[src/rtl/tg_arb_pkg.sv]
// Shared types and constants for the two-requester TG request arbiter.
package tg_arb_pkg;

    localparam int NUM_REQ = 2;

    // Read data returned to a requester whose transaction timed out.
    localparam logic [31:0] TIMEOUT_RDATA = 32'hDEAD_BEEF;

    typedef enum logic [1:0] {
        ST_IDLE  = 2'd0,
        ST_ISSUE = 2'd1,
        ST_WAIT  = 2'd2
    } arb_state_e;

endpackage

[src/rtl/tg_arb_req_slot.sv]
// One pending-request capture register. A request pulse is latched only
// while the slot is empty; clr empties it when the transaction retires.
module tg_arb_req_slot #(
    parameter int AW = 32,
    parameter int DW = 32
) (
    input  logic            clk,
    input  logic            rst_n,
    input  logic            wr_req,
    input  logic            rd_req,
    input  logic [AW-1:0]   addr,
    input  logic [DW-1:0]   wdata,
    input  logic [DW/8-1:0] wstrb,
    input  logic            clr,
    output logic            pending,
    output logic            is_wr,
    output logic [AW-1:0]   slot_addr,
    output logic [DW-1:0]   slot_wdata,
    output logic [DW/8-1:0] slot_wstrb
);

    logic            pend_q, pend_d;
    logic            wr_q, wr_d;
    logic [AW-1:0]   addr_q, addr_d;
    logic [DW-1:0]   wdata_q, wdata_d;
    logic [DW/8-1:0] wstrb_q, wstrb_d;

    // Capture into an empty slot; a write wins over a simultaneous read.
    always_comb begin
        pend_d  = pend_q;
        wr_d    = wr_q;
        addr_d  = addr_q;
        wdata_d = wdata_q;
        wstrb_d = wstrb_q;
        if (clr) begin
            pend_d = 1'b0;
        end else if (!pend_q && (wr_req || rd_req)) begin
            pend_d  = 1'b1;
            wr_d    = wr_req;
            addr_d  = addr;
            wdata_d = wdata;
            wstrb_d = wstrb;
        end
    end

    // Slot state registers.
    always_ff @(posedge clk or negedge rst_n) begin
        if (!rst_n) begin
            pend_q  <= 1'b0;
            wr_q    <= 1'b0;
            addr_q  <= '0;
            wdata_q <= '0;
            wstrb_q <= '0;
        end else begin
            pend_q  <= pend_d;
            wr_q    <= wr_d;
            addr_q  <= addr_d;
            wdata_q <= wdata_d;
            wstrb_q <= wstrb_d;
        end
    end

    assign pending    = pend_q;
    assign is_wr      = wr_q;
    assign slot_addr  = addr_q;
    assign slot_wdata = wdata_q;
    assign slot_wstrb = wstrb_q;

endmodule

[src/rtl/tg_req_arbiter.sv]
// Round-robin arbiter folding two requesters onto one TG AXI master port.
// One transaction in flight at a time: IDLE (grant) -> ISSUE (tg pulse)
// -> WAIT (tg_op_ack) -> IDLE. Optional WAIT watchdog is enabled by
// defining TG_ARB_TIMEOUT_EN; without it WAIT never expires and s_err is 0.
module tg_req_arbiter
    import tg_arb_pkg::*;
#(
    parameter int AXI_ADDR_WIDTH = 32,
    parameter int AXI_DATA_WIDTH = 32,
    parameter int TIMEOUT_CYCLES = 1024
) (
    input  logic                                m_axi_aclk,
    input  logic                                m_axi_aresetn,
    input  logic [NUM_REQ-1:0]                  s_wr_req,
    input  logic [NUM_REQ-1:0]                  s_rd_req,
    input  logic [NUM_REQ*AXI_ADDR_WIDTH-1:0]   s_addr,
    input  logic [NUM_REQ*AXI_DATA_WIDTH-1:0]   s_wdata,
    input  logic [NUM_REQ*AXI_DATA_WIDTH/8-1:0] s_wstrb,
    output logic [NUM_REQ-1:0]                  s_op_ack,
    output logic [NUM_REQ-1:0]                  s_err,
    output logic [AXI_DATA_WIDTH-1:0]           s_rdata,
    output logic                                tg_wr_req,
    output logic                                tg_rd_req,
    output logic [AXI_ADDR_WIDTH-1:0]           tg_addr,
    output logic [AXI_DATA_WIDTH-1:0]           tg_wdata,
    output logic [AXI_DATA_WIDTH/8-1:0]         tg_wstrb,
    input  logic                                tg_op_ack,
    input  logic [AXI_DATA_WIDTH-1:0]           tg_rdata
);

    localparam int AW = AXI_ADDR_WIDTH;
    localparam int DW = AXI_DATA_WIDTH;
    localparam int SW = AXI_DATA_WIDTH / 8;

    if (TIMEOUT_CYCLES < 1) begin : g_bad_timeout
        $error("TIMEOUT_CYCLES must be at least 1");
    end

    logic [NUM_REQ-1:0]         slot_pend;
    logic [NUM_REQ-1:0]         slot_wr;
    logic [NUM_REQ-1:0]         slot_clr;
    logic [NUM_REQ-1:0][AW-1:0] slot_addr;
    logic [NUM_REQ-1:0][DW-1:0] slot_wdata;
    logic [NUM_REQ-1:0][SW-1:0] slot_wstrb;

    for (genvar g = 0; g < NUM_REQ; g++) begin : g_slot
        tg_arb_req_slot #(.AW(AW), .DW(DW)) u_slot (
            .clk        (m_axi_aclk),
            .rst_n      (m_axi_aresetn),
            .wr_req     (s_wr_req[g]),
            .rd_req     (s_rd_req[g]),
            .addr       (s_addr[g*AW +: AW]),
            .wdata      (s_wdata[g*DW +: DW]),
            .wstrb      (s_wstrb[g*SW +: SW]),
            .clr        (slot_clr[g]),
            .pending    (slot_pend[g]),
            .is_wr      (slot_wr[g]),
            .slot_addr  (slot_addr[g]),
            .slot_wdata (slot_wdata[g]),
            .slot_wstrb (slot_wstrb[g])
        );
    end

    arb_state_e         state_q, state_d;
    logic               grant_q, grant_d;
    logic               last_grant_q, last_grant_d;
    logic               tg_wr_req_q, tg_wr_req_d;
    logic               tg_rd_req_q, tg_rd_req_d;
    logic [AW-1:0]      tg_addr_q, tg_addr_d;
    logic [DW-1:0]      tg_wdata_q, tg_wdata_d;
    logic [SW-1:0]      tg_wstrb_q, tg_wstrb_d;
    logic [NUM_REQ-1:0] s_op_ack_q, s_op_ack_d;
    logic [DW-1:0]      s_rdata_q, s_rdata_d;
    logic               next_grant;

`ifdef TG_ARB_TIMEOUT_EN
    localparam int CNT_W = $clog2(TIMEOUT_CYCLES + 1);
    localparam logic [DW-1:0] TO_RDATA = DW'(TIMEOUT_RDATA);
    logic [CNT_W-1:0]   cnt_q, cnt_d;
    logic [NUM_REQ-1:0] s_err_q, s_err_d;
`endif

    // With both slots pending the requester not served last wins.
    assign next_grant = (slot_pend == 2'b11) ? ~last_grant_q : slot_pend[1];

    // Next-state and registered-output logic for the arbitration FSM.
    always_comb begin
        state_d      = state_q;
        grant_d      = grant_q;
        last_grant_d = last_grant_q;
        tg_wr_req_d  = 1'b0;
        tg_rd_req_d  = 1'b0;
        tg_addr_d    = tg_addr_q;
        tg_wdata_d   = tg_wdata_q;
        tg_wstrb_d   = tg_wstrb_q;
        s_op_ack_d   = '0;
        s_rdata_d    = s_rdata_q;
        slot_clr     = '0;
`ifdef TG_ARB_TIMEOUT_EN
        cnt_d        = cnt_q;
        s_err_d      = '0;
`endif
        case (state_q)
            ST_IDLE: begin
                if (|slot_pend) begin
                    grant_d     = next_grant;
                    state_d     = ST_ISSUE;
                    tg_wr_req_d = slot_wr[next_grant];
                    tg_rd_req_d = !slot_wr[next_grant];
                    tg_addr_d   = slot_addr[next_grant];
                    tg_wdata_d  = slot_wdata[next_grant];
                    tg_wstrb_d  = slot_wstrb[next_grant];
                end
            end
            ST_ISSUE: begin
                state_d = ST_WAIT;
`ifdef TG_ARB_TIMEOUT_EN
                cnt_d   = '0;
`endif
            end
            ST_WAIT: begin
                if (tg_op_ack) begin
                    s_op_ack_d[grant_q] = 1'b1;
                    if (!slot_wr[grant_q]) begin
                        s_rdata_d = tg_rdata;
                    end
                    slot_clr[grant_q] = 1'b1;
                    last_grant_d      = grant_q;
                    state_d           = ST_IDLE;
`ifdef TG_ARB_TIMEOUT_EN
                end else if (cnt_q == CNT_W'(TIMEOUT_CYCLES - 1)) begin
                    s_op_ack_d[grant_q] = 1'b1;
                    s_err_d[grant_q]    = 1'b1;
                    s_rdata_d           = TO_RDATA;
                    slot_clr[grant_q]   = 1'b1;
                    last_grant_d        = grant_q;
                    state_d             = ST_IDLE;
                end else begin
                    cnt_d = cnt_q + 1'b1;
`endif
                end
            end
            default: state_d = ST_IDLE;
        endcase
    end

    // FSM state and registered outputs; reset drops any in-flight transaction.
    always_ff @(posedge m_axi_aclk or negedge m_axi_aresetn) begin
        if (!m_axi_aresetn) begin
            state_q      <= ST_IDLE;
            grant_q      <= 1'b0;
            last_grant_q <= 1'b1;
            tg_wr_req_q  <= 1'b0;
            tg_rd_req_q  <= 1'b0;
            tg_addr_q    <= '0;
            tg_wdata_q   <= '0;
            tg_wstrb_q   <= '0;
            s_op_ack_q   <= '0;
            s_rdata_q    <= '0;
`ifdef TG_ARB_TIMEOUT_EN
            cnt_q        <= '0;
            s_err_q      <= '0;
`endif
        end else begin
            state_q      <= state_d;
            grant_q      <= grant_d;
            last_grant_q <= last_grant_d;
            tg_wr_req_q  <= tg_wr_req_d;
            tg_rd_req_q  <= tg_rd_req_d;
            tg_addr_q    <= tg_addr_d;
            tg_wdata_q   <= tg_wdata_d;
            tg_wstrb_q   <= tg_wstrb_d;
            s_op_ack_q   <= s_op_ack_d;
            s_rdata_q    <= s_rdata_d;
`ifdef TG_ARB_TIMEOUT_EN
            cnt_q        <= cnt_d;
            s_err_q      <= s_err_d;
`endif
        end
    end

    assign s_op_ack  = s_op_ack_q;
    assign s_rdata   = s_rdata_q;
    assign tg_wr_req = tg_wr_req_q;
    assign tg_rd_req = tg_rd_req_q;
    assign tg_addr   = tg_addr_q;
    assign tg_wdata  = tg_wdata_q;
    assign tg_wstrb  = tg_wstrb_q;
`ifdef TG_ARB_TIMEOUT_EN
    assign s_err     = s_err_q;
`else
    assign s_err     = '0;
`endif

endmodule

[config.mk]
export PLATFORM = sky130hd
export DESIGN_NAME = tg_req_arbiter
export DESIGN_NICKNAME = d
export VERILOG_FILES = /design/src/rtl/tg_arb_pkg.sv /design/src/rtl/tg_arb_req_slot.sv /design/src/rtl/tg_req_arbiter.sv
export SDC_FILE = /design/constraint.sdc
export NUM_CORES = 1
export LEC_CHECK = 0
export BUFFER_PORTS_ARGS = -buffer_cell sky130_fd_sc_hd__buf_2
export CAP_MARGIN = 25
export CORE_MARGIN = 3
export CORE_UTILIZATION = 39
export CTS_CLUSTER_DIAMETER = 60
export DETAILED_ROUTE_END_ITERATION = 8
export GPL_ROUTABILITY_DRIVEN = 0
export PLACE_DENSITY = 0.66
export SYNTH_ARGS = -nofsm -noshare
export SYNTH_HDL_FRONTEND = slang
export SYNTH_SLANG_ARGS = --single-unit
[constraint.sdc]
create_clock -name m_axi_aclk -period 1.8 [get_ports m_axi_aclk]
set_clock_uncertainty 0.15 [all_clocks]
set_input_delay 0.36 -clock m_axi_aclk [delete_from_list [all_inputs] [get_ports m_axi_aclk]]
set_output_delay 0.36 -clock m_axi_aclk [all_outputs]
set_load 0.005 [all_outputs]
==> metrics.md, run 1 <==
| Metric | Value |
|---|---|
| Worst-Skew Late Latency | ~0.54 ns |
| H-tree levels | 1 |
| Final Cycle Share | 1.05 |
| Std-Cell Rows | a little under 60 |
| Core box area | between 20000 and 30000 um2 |
| Hold WC Path Type | in -> reg |
| Setup WS post-layout | -0.0970 ns |
| DRT Pass-1 Iters | 4 |
| Fin nets | 1317 |
| Number of buffers created by CTS | 30 |
| First-pass GRT wire length | ~42000 um |
| Failing checks | negative setup slack |
| Pleak | between 8 and 9 nW |
| Hold path start | tg_op_ack |
| Warnings from Yosys | 0 |
| Xor-xnor portion of the synthesized cell area | 0 |
| Setup TNS | -8.82 ns |
| Worst R2R Start | state_q[1] |
| Largest family of logic cells by synthesized area | multiplexers |
| Synth Area in Simple Gates | 0.0127 |
| FF-to-FF setup slack | -0.1 ns |
| Final-report hold violation count | 0 |
| Busiest metal layer after global routing | met2 |
| Mean Syn Cell Area | approximately 16 um2 |
| Synthesized netlist cell count | 613 |
| Slew Viols, Final | 0 |
| CP arrival | 2.17 ns |
| Wire per inst | between 20 and 25 um |
| GRT Util Overall | 0.186 |
| Post-Synth Adder-Cell Area | 0 |
| Clk root buf | clkbuf_16 |
| Met3 usage | 0.0529 |
| CTS tree | yes |
| Outcome | finished with violations |
| Peak supply drop | 0.00136 V |
| Min Clock Period, post-route | 1.90 ns |
| Die ar. | 27900 um2 |
| Routed vias/inst | 4.87 |
| FF-to-FF path depth | 6 |
| Power Density | 1860 nW/um2 |
| Crit Path Max Fanout | 7 |
| Worst Path Required | between 2 and 2.5 ns |
| DRC | 0 |
| Kind of end point of the critical path | register |
| Total of max-cap violations | 0 |
| Post-synthesis sequential area ratio | 0.614 |
| Compound-gate portion of the synthesized area | 0.000990 |
| I/O pin count | between 200 and 300 |
| Hold depth | 3 |
| Area delta synth->final | 64.6% |
| Crit path launch type | register |
| Count of different cell masters after synthesis | 23 |
| Final ANT Viol Nets | 0 |
| Hold slack final | around 0.16 ns |
| RSZ-0062 raised after global routing | yes |
| Initial antenna violation count | 3 |
| Post-synthesis mux area share | 0.346 |
| Clock sink total | roughly 250 |
| Number of synthesized register bits | 248 |
| Routing usage on met2 | 0.311 |
| DR iter-0 viols | about 400 |
| Total vias in the final route | roughly 7300 |
| Initial core utilization | 0.399 |
| M1 GR Usage | 0.242 |
| I/O Buffers | between 200 and 300 |
| Post-Synthesis Cell Area | between 10000 and 15000 um2 |
| Most frequent cells in the layout | 277 x buf_2, 246 x dfrtp_1, 226 x mux2_4 |
| Crit path kind | reg -> reg |
| Fmax | about 0.53 GHz |
| Post-Route WL | just over 30000 um |
| Vias in the first global route | between 7000 and 8000 |
| Max Root-Sink Buffers | 3 |
| Worst Hold Path EP | last_grant_q |
| Hpwl dp | around 17000 um |
| Die X | ~170 um |
| Fraction of layout cells with a size suffix above 1 | 0.612 |
| Setup violations, final | approximately 190 |
| Total gr overflow | 0 |
| Worst flop-to-flop path endpoint | g_slot[1].u_slot.slot_addr[14] |
| Worst-path clk slew | about 0.060 ns |
| Pin count of the biggest net entering global routing | 46 |
| Die height | roughly 170 um |
| Most common cell after layout, fill and taps aside | buf_2 |
==> registers in the layout (all words and copies together), names as in the netlist <==
signal / count
tg_wr_req: 1
tg_rd_req: 1
tg_addr: 32
s_rdata: 32
g_slot.u_slot.pending: 2
tg_wdata: 32
last_grant_q: 1
g_slot.u_slot.is_wr: 2
grant_q: 1
g_slot.u_slot.slot_addr: 64
state_q: 2
tg_wstrb: 4
s_op_ack: 2
g_slot.u_slot.slot_wdata: 64
g_slot.u_slot.slot_wstrb: 8
==> synth_stat cells <==
cell	instances	area, um2
mux2_1	16	180
dfstp_2	1	26.3
buf_2	20	100
a21bo_2	1	10.0
nor3_4	2	32.5
conb_1	1	3.75
nand2b_1	1	6.26
dfrtp_1	247	6180
inv_1	1	3.75
mux2i_1	4	40.0
mux2_2	291	3280
nor3_2	1	10.0
nor3_1	2	10.0
buf_4	4	30.0
nor2b_1	1	6.26
buf_6	3	33.8
nor2_1	5	18.8
clkbuf_8	7	96.3
and3b_1	1	8.76
and4b_4	1	13.8
and2_1	1	6.26
and4bb_2	1	12.5
nand2_1	1	3.75
==> routing by layer <==
layer,share of wire,wire length [um]
met1,0.44,13500
met2,0.47,14400
met3,0.066,2000
met4,0.015,459
met5,0.00089,27
==> cell type report <==
class	instances	area, um2
clock buffers	43	860
repair buffers	529	4410
diodes	1	2.50
clock inverters	12	218
flip-flops and latches	248	6210
multi-input cells	332	4530
inverters	1	3.75
well taps	330	413
fillers	1710	8680
==> through the flow <==
step / std cells / instance area (um2) / power (mW) / worst slack (ns) / util
after floorplan: 614 / 10100 / 16.0 / 0.00739 / -
after global placement: 1230 / 12200 / 19.1 / -0.0950 / 0.484
after detailed placement: 1230 / 12200 / 19.4 / -0.112 / 0.484
after CTS: 1462 / 15200 / 26.8 / -0.0816 / 0.602
after global routing: 1496 / 16600 / 32.5 / -0.146 / 0.657
final: 1496 / 16600 / 31.0 / -0.0970 / 0.657
==> how the worst max path moves through the flow <==
stage / start / to
2_1_floorplan: state_q[1] / g_slot[0].u_slot.slot_wdata[0]
3_3_place_gp: tg_op_ack / g_slot[0].u_slot.slot_wdata[13]
3_5_place_dp: tg_op_ack / g_slot[0].u_slot.slot_wdata[16]
4_1_cts: last_grant_q / tg_wdata[17]
5_1_grt: state_q[1] / g_slot[1].u_slot.slot_addr[14]
6_report: state_q[1] / g_slot[1].u_slot.slot_addr[14]
==> worst max-delay path: stages, from the launching register on <==
cell	delay (ns)
dfrtp_1	0.41
and4b_4	0.21
nor3_4	0.24
buf_6	0.14
buf_12	0.15
clkbuf_16	0.18
mux2_4	0.30
==> timing repair <==
action                                  CTS  global route
resized for setup                        40           227
hold buffers                            176             0
endpoints found under the setup margin  175           202
pin swaps                                 0             3
hold endpoints to repair                420             0
buffers inserted                          0            14
gates cloned                              1            19
==> cells by family (layout without fill, tap and decap cells) <==
| kind of cell | after synthesis | after routing |
|---|---|---|
| mux | 311 | 311 |
| flops | 248 | 248 |
| buf+inv | 35 | 585 |
| simple gates | 17 | 17 |
| other cells | 1 | 3 |
| compound gates | 1 | 2 |
==> power breakdown <==
part	internal [mW]	total (mW)	switching, mW
registers	8.49	10.1	1.61
clock network	4.05	6.49	2.44
logic	9.60	14.4	4.79
(Power assumes the default switching activity.)
==> inputs of run 2 (changes only) <==
--- a/config.mk
+++ b/config.mk
@@ -6,13 +6,13 @@
 export NUM_CORES = 1
 export LEC_CHECK = 0
 export BUFFER_PORTS_ARGS = -buffer_cell sky130_fd_sc_hd__buf_2
-export CAP_MARGIN = 25
+export CAP_MARGIN = 20
 export CORE_MARGIN = 3
 export CORE_UTILIZATION = 39
 export CTS_CLUSTER_DIAMETER = 60
 export DETAILED_ROUTE_END_ITERATION = 8
 export GPL_ROUTABILITY_DRIVEN = 0
-export PLACE_DENSITY = 0.66
+export PLACE_DENSITY = 0.63
 export SYNTH_ARGS = -nofsm -noshare
 export SYNTH_HDL_FRONTEND = slang
 export SYNTH_SLANG_ARGS = --single-unit
==> run 2 against run 1 <==
The run still ends with negative setup slack left. Routed wire length down 5.0%. Final cell count down 1.7%. First-iteration DRC count down 25%. Sequential cell count unchanged. Critical path depth unchanged. Via count down 3.9%. Die area unchanged. Critical path type unchanged.
==> metrics.md, run 2 (synthesis gave the netlist of run 1 again) <==
| Metric | Value |
|---|---|
| Post-Route WL | 28800 um (-5.0%) |
| Crit Path Max Fanout | 7 (unchanged) |
| Failing checks | negative setup slack |
| Pleak | 7.53 nW (-6.6%) |
| Register area | 6210 um2 (about the same) |
| Die height | 167 um (unchanged) |
| Worst Path Required | 2.06 ns (about the same) |
| Total gr overflow | 0 (unchanged) |
| Die X | 167 um (unchanged) |
| Min Clock Period, post-route | 1.89 ns (-0.00545 ns) |
| First-pass GRT wire length | 40700 um (-3.9%) |
| Fill count | 1843 (+7.8%) |
| Core box area | 25300 um2 (unchanged) |
| Post-layout util | 0.627 (-0.0307) |
| Final-report hold violation count | 0 (unchanged) |
| Worst-Skew Late Latency | 0.52 ns (-0.02 ns) |
| Initial core utilization | 0.399 (unchanged) |
| CTS tree | yes |
| Overall Power | 27.9 mW (-9.9%) |
| Power Density | 1760 nW/um2 (-5.5%) |
| I/O pin count | 281 (unchanged) |
| M1 GR Usage | 0.233 (-0.00876) |
| Number of buffers created by CTS | 28 (-6.7%) |
| Outcome | finished with violations |
| Fraction of layout cells with a size suffix above 1 | 0.607 (-0.00534) |
| CP arrival | 2.15 ns (-0.02 ns) |
| Routing usage on met2 | 0.296 (-0.0152) |
| Total vias in the final route | 6994 (-3.9%) |
| Setup TNS | -7.19 ns (+1.63 ns) |
| Total of max-cap violations | 0 (unchanged) |
| Met3 usage | 0.0479 (-0.00498) |
| Max Root-Sink Buffers | 3 (unchanged) |
| Vias in the first global route | 7545 (-4.9%) |
| I/O Buffers | 278 (unchanged) |
| Most frequent cells in the layout | 277 x buf_2, 245 x dfrtp_1, 176 x dlygate4sd3_1 |
| Crit path launch type | register |
| Peak supply drop | 0.00102 V (-25%) |
| Busiest metal layer after global routing | met2 |
| Hold WC Path Type | in -> async |
| DR iter-0 viols | 303 (-25%) |
| DRT Pass-1 Iters | 4 (unchanged) |
| Wire per inst | 19.6 um (-3.3%) |
| Area delta synth->final | 56.9% |
| Dpl cell area | 12100 um2 (-1.4%) |
| Routed vias/inst | 4.76 (-2.2%) |
| RSZ-0062 raised after global routing | yes |
| Setup WS post-layout | -0.0915 ns (+0.00545 ns) |
| Kind of end point of the critical path | register |
| Die ar. | 27900 um2 (unchanged) |
| Setup violations, final | 179 (-3.8%) |
| Clock sink total | 248 (unchanged) |
| Hpwl dp | 15500 um (-6.0%) |
| Fmax | 0.529 GHz (+0.29%) |
| GRT Util Overall | 0.178 (-0.00712) |
| Final Cycle Share | 1.05 (-0.00303) |
| H-tree levels | 1 (unchanged) |
| Crit path kind | reg -> reg |
| Pin count of the biggest net entering global routing | 54 (+17%) |
| Initial antenna violation count | 1 (-2) |
| Multi-input logic area | 4200 um2 (-7.2%) |
| Clk root buf | clkbuf_16 |
| Final instance area | 15900 um2 (-4.7%) |
| Slew Viols, Final | 0 (unchanged) |
| Std-Cell Rows | 58 (unchanged) |
| DRC | 0 (unchanged) |
| Most common cell after layout, fill and taps aside | buf_2 |
| Fin nets | 1293 (-1.8%) |
| Hold slack final | 0.183 ns (+0.0246 ns) |
| Final ANT Viol Nets | 0 (unchanged) |
| Worst-path clk slew | 0.06 ns (about the same) |
-- run 2: cell types whose count changed in the layout (fill, tap and decap cells not counted), moves of 3 or more --
| cell | before | now |
|---|---|---|
| clkbuf_16 | 45 | 42 |
| mux2_4 | 226 | 144 |
| buf_12 | 26 | 17 |
| bufinv_16 | 5 | 1 |
| buf_16 | 0 | 5 |
| clkinv_2 | 1 | 8 |
| mux2_2 | 76 | 160 |
| clkinv_4 | 3 | 0 |
| buf_6 | 10 | 4 |
| buf_8 | 9 | 2 |
-- run 2: layer usage --
metal,share of wire,up-vias
met5,0,-
met3,0.068,44
li1,-,3204
met4,0.024,0
met1,0.43,3503
met2,0.47,243
-- run 2: worst max-delay path, stage by stage, from the launching register on --
cell	delay (ns)
dfrtp_2	0.44
and4b_4	0.23
nor3_4	0.20
buf_6	0.14
buf_8	0.13
clkbuf_16	0.17
mux2_4	0.30
-- run 2: per-stage QoR --
| step | worst slack (ns) | instances |
|---|---|---|
| floorplan | 0.00739 | 614 |
| global placement | -0.132 | 1216 |
| detailed placement | -0.142 | 1216 |
| CTS | -0.0544 | 1449 |
| global route | -0.136 | 1470 |
| finish | -0.0915 | 1470 |
-- run 2: layout make-up --
| class | instances | share of cell area |
|---|---|---|
| antenna | 1 | 0.000158 |
| clock buffer | 39 | 0.0506 |
| clock inverter | 12 | 0.00631 |
| inverter | 1 | 0.000237 |
| multi-input combinational | 331 | 0.265 |
| sequential | 248 | 0.391 |
| tap | 330 | 0.0260 |
| timing repair buffer | 508 | 0.260 |
-- run 2: final timing paths --
| kind | slack (ns) | endpoint | depth (start not counted) | from |
|---|---|---|---|---|
| worst max-delay path | -0.09 | g_slot[1].u_slot.slot_wdata[23] | 6 | state_q[1] |
| worst min-delay path | 0.18 | s_rdata[13] | 2 | m_axi_aresetn |
| worst max register to register | -0.09 | g_slot[1].u_slot.slot_wdata[23] | 6 | state_q[1] |
| worst min register to register | 0.34 | g_slot[1].u_slot.slot_wstrb[2] | 1 | g_slot[1].u_slot.slot_wstrb[2] |
| max in group asynchronous | 0.69 | g_slot[0].u_slot.slot_wdata[21] | 3 | m_axi_aresetn |
| min in group m_axi_aclk | 0.19 | s_op_ack[1] | 3 | tg_op_ack |
-- run 2: where the power goes --
group          internal (mW)  total, mW  switching [mW]  leakage [nW]
registers               8.48       9.95            1.46          2.95
logic                   8.14       12.4            4.30          4.13
clock network           3.27       5.52            2.25         0.451
-- run 2: what timing repair did --
item                                    4_1_cts  5_1_grt
endpoints found under the setup margin      188      233
setup buffers                                 3        5
gates cloned                                  3       15
gates resized for setup                      21      145
pin swaps                                     2        4
hold buffers                                176        0
hold endpoints to repair                    420        0
==> inputs of run 3 (changes only) <==
==> constraint.sdc (replaced) <==
create_clock -name m_axi_aclk -period 1.8 [get_ports m_axi_aclk]
set_clock_uncertainty 0.15 [all_clocks]
set_input_delay 0.45 -clock m_axi_aclk [delete_from_list [all_inputs] [get_ports m_axi_aclk]]
set_output_delay 0.45 -clock m_axi_aclk [all_outputs]
set_load 0.005 [all_outputs]
==> run 3 against run 2 <==
The flow still finishes with violations (negative setup slack). Worst hold slack worse by 0.17 ns. Global-route usage up 1.6 points. Maximum frequency about the same. Sequential power about the same. Critical path depth is 1 lower. Final cell count hardly changed. Combinational power is 9% higher. Utilization grew 0.89 points. First-iteration DRC count is 0.66% lower. Routed wire length up 8.4%. Sequential cell count unchanged. Worst setup slack about the same. Largest cell class unchanged.
==> metrics.md, run 3 (synthesis gave the netlist of run 1 again) <==
| Metric | Value |
|---|---|
| Outcome | finished with violations |
| Failing checks | negative setup slack |
| Final-report hold violation count | 0 (unchanged) |
| Total gr overflow | 0 (unchanged) |
| Std-Cell Rows | 58 (unchanged) |
| H-tree levels | 1 (unchanged) |
| Comb pwr share | 0.461 (+0.015) |
| Core box area | 25300 um2 (unchanged) |
| Setup WS post-layout | -0.0919 ns (-0.000385 ns) |
| Kind of end point of the critical path | register |
| Worst Path Required | 2.06 ns (about the same) |
| Hold path start | tg_rdata[0] |
| Crit path launch type | register |
| Min Clock Period, post-route | 1.89 ns (+0.000385 ns) |
| Crit Path Max Fanout | 8 (+1) |
| DR iter-0 viols | 301 (-0.66%) |
| Die ar. | 27900 um2 (unchanged) |
| CTS tree | yes |
| DRT Pass-1 Iters | 4 (unchanged) |
| Worst-Skew Late Latency | 0.53 ns (about the same) |
| Crit path kind | reg -> reg |
| Sequential Power Share | 0.344 (-0.012) |
| Total vias in the final route | 7117 (+1.8%) |
| Clock sink total | 248 (unchanged) |
| Clk root buf | clkbuf_16 |
| CP arrival | 2.16 ns (about the same) |
| Hold depth | 2 |
| Die X | 167 um (unchanged) |
| Worst R2R Start | last_grant_q |
| Area delta synth->final | 59.2% |
| Routed vias/inst | 4.84 (+1.7%) |
| Overall Power | 29.3 mW (+4.9%) |
| Number of buffers created by CTS | 29 (+3.6%) |
| Int Pwr | 20.9 mW (+5.0%) |
| Post-Route WL | 31200 um (+8.4%) |
| Hold slack final | 0.0117 ns (-0.171 ns) |
| Worst Hold Path EP | s_rdata[0] |
| P_sw | 8.40 mW (+4.7%) |
| Peak supply drop | 0.00103 V (+0.85%) |
| Fmax | 0.529 GHz (about the same) |
| Power Density | 1820 nW/um2 (+3.4%) |
| Switching Share | 0.287 (-0.000497) |
| RSZ-0062 raised after global routing | yes |
| GRT Util Overall | 0.194 (+0.0156) |
| I/O Buffers | 278 (unchanged) |
| I/O pin count | 281 (unchanged) |
| Pleak | 7.77 nW (+3.1%) |
| FF-to-FF setup slack | -0.09 ns (about the same) |
| Die height | 167 um (unchanged) |
| Worst flop-to-flop path endpoint | tg_addr[4] |
| Final ANT Viol Nets | 0 (unchanged) |
| Inserted Diodes | 0 (-1) |
| Hold WC Path Type | in -> reg |
| Fraction of layout cells with a size suffix above 1 | 0.625 (+0.0182) |
| Setup violations, final | 181 (+1.1%) |
| Initial core utilization | 0.399 (unchanged) |
| Clock power share | 0.196 (-0.002) |
| Fin nets | 1297 (+0.31%) |
| Hpwl dp | 16800 um (+8.1%) |
| Most frequent cells in the layout | 277 x buf_2, 247 x dfrtp_1, 171 x mux2_4 |
| DRC | 0 (unchanged) |
| Max Root-Sink Buffers | 3 (unchanged) |
| Slew Viols, Final | 0 (unchanged) |
| Most common cell after layout, fill and taps aside | buf_2 |
| First-pass GRT wire length | 43600 um (+7.1%) |
| Wire per inst | 21.2 um (+8.3%) |
| Initial antenna violation count | 3 (+2) |
| Vias in the first global route | 7724 (+2.4%) |
| Worst-path clk slew | 0.06 ns (about the same) |
| Total of max-cap violations | 0 (unchanged) |
| Final Cycle Share | 1.05 (about the same) |
| Pin count of the biggest net entering global routing | 43 (-20%) |
| FF-to-FF path depth | 5 (-1) |
## run 3: cell types whose count changed in the layout (fill, tap and decap cells not counted), moves of 2 or more
cell,change
buf_12,+6
buf_4,+12
buf_6,+3
buf_8,+3
clkbuf_8,+2
clkinv_2,-5
clkinvlp_4,+2
dfrtp_1,+2
dfrtp_2,-2
dlygate4sd3_1,-21
inv_8,-2
mux2_2,-28
mux2_4,+27
## run 3: cell type report
type | count | area (um2)
clock buffers | 42 | 835
clock inverters | 8 | 97.6
fillers | 1838 | 9230
inverters | 1 | 3.75
multi-input cells | 331 | 4320
flip-flops and latches | 248 | 6210
well taps | 330 | 413
repair buffers | 511 | 4220
## run 3: what timing repair did
action | CTS | global route
buffers inserted | 11 | 1
gates resized for setup | 60 | 142
setup endpoints to repair | 179 | 239
gates cloned | 5 | 17
endpoints found under the hold margin | 361 | 0
pin swaps | 1 | 2
hold buffers | 155 | 0
## run 3: worst max path at each step
| stage | from | endpoint | slack, ns | cells past startpoint |
|---|---|---|---|---|
| finish | last_grant_q | tg_addr[4] | -0.09 | 5 |
| global route | last_grant_q | tg_wdata[2] | -0.14 | 5 |
| floorplan | tg_op_ack | g_slot[1].u_slot.slot_wdata[24] | 0.01 | 5 |
| detailed placement | tg_op_ack | g_slot[0].u_slot.slot_wdata[11] | -0.19 | 5 |
| global placement | tg_op_ack | g_slot[0].u_slot.slot_addr[10] | -0.16 | 5 |
| CTS | last_grant_q | tg_addr[3] | -0.09 | 5 |
## run 3: critical path, cell delays in order (launching register included)
cell and delay, ns:
dfstp_2 0.53, a21bo_4 0.18, buf_12 0.16, clkbuf_16 0.19, mux2_4 0.30, mux2_4 0.25
## run 3: metrics by stage
| step | instance area (um2) | TNS, ns | util | cells | setup slack (ns) |
|---|---|---|---|---|---|
| after floorplan | 10100 | 0 | - | 614 | 0.0109 |
| after global placement | 12300 | -22.73 | 0.484 | 1233 | -0.156 |
| after detailed placement | 12300 | -26.52 | 0.484 | 1233 | -0.189 |
| after CTS | 15200 | -6.73 | 0.600 | 1454 | -0.0880 |
| after global routing | 16100 | -21.57 | 0.635 | 1471 | -0.135 |
| final | 16100 | -7.11 | 0.635 | 1471 | -0.0919 |
## run 3: power by group through the flow
stage / combinational, mW / sequential (mW) / clock, mW
2_1_floorplan: 6.26 / 9.73 / 0
3_3_place_gp: 9.42 / 9.86 / 0
3_5_place_dp: 9.60 / 9.93 / 0
4_1_cts: 10.9 / 9.88 / 5.86
5_1_grt: 14.3 / 10.4 / 6.12
6_report: 13.5 / 10.1 / 5.73
## run 3: per-layer routing
metal / share of wire / track usage / up-vias
li1: - / - / 3195
met1: 0.42 / 0.249 / 3606
met2: 0.49 / 0.334 / 262
met3: 0.064 / 0.0525 / 48
met4: 0.019 / 0.0380 / 6
met5: 0.00096 / 0 / -
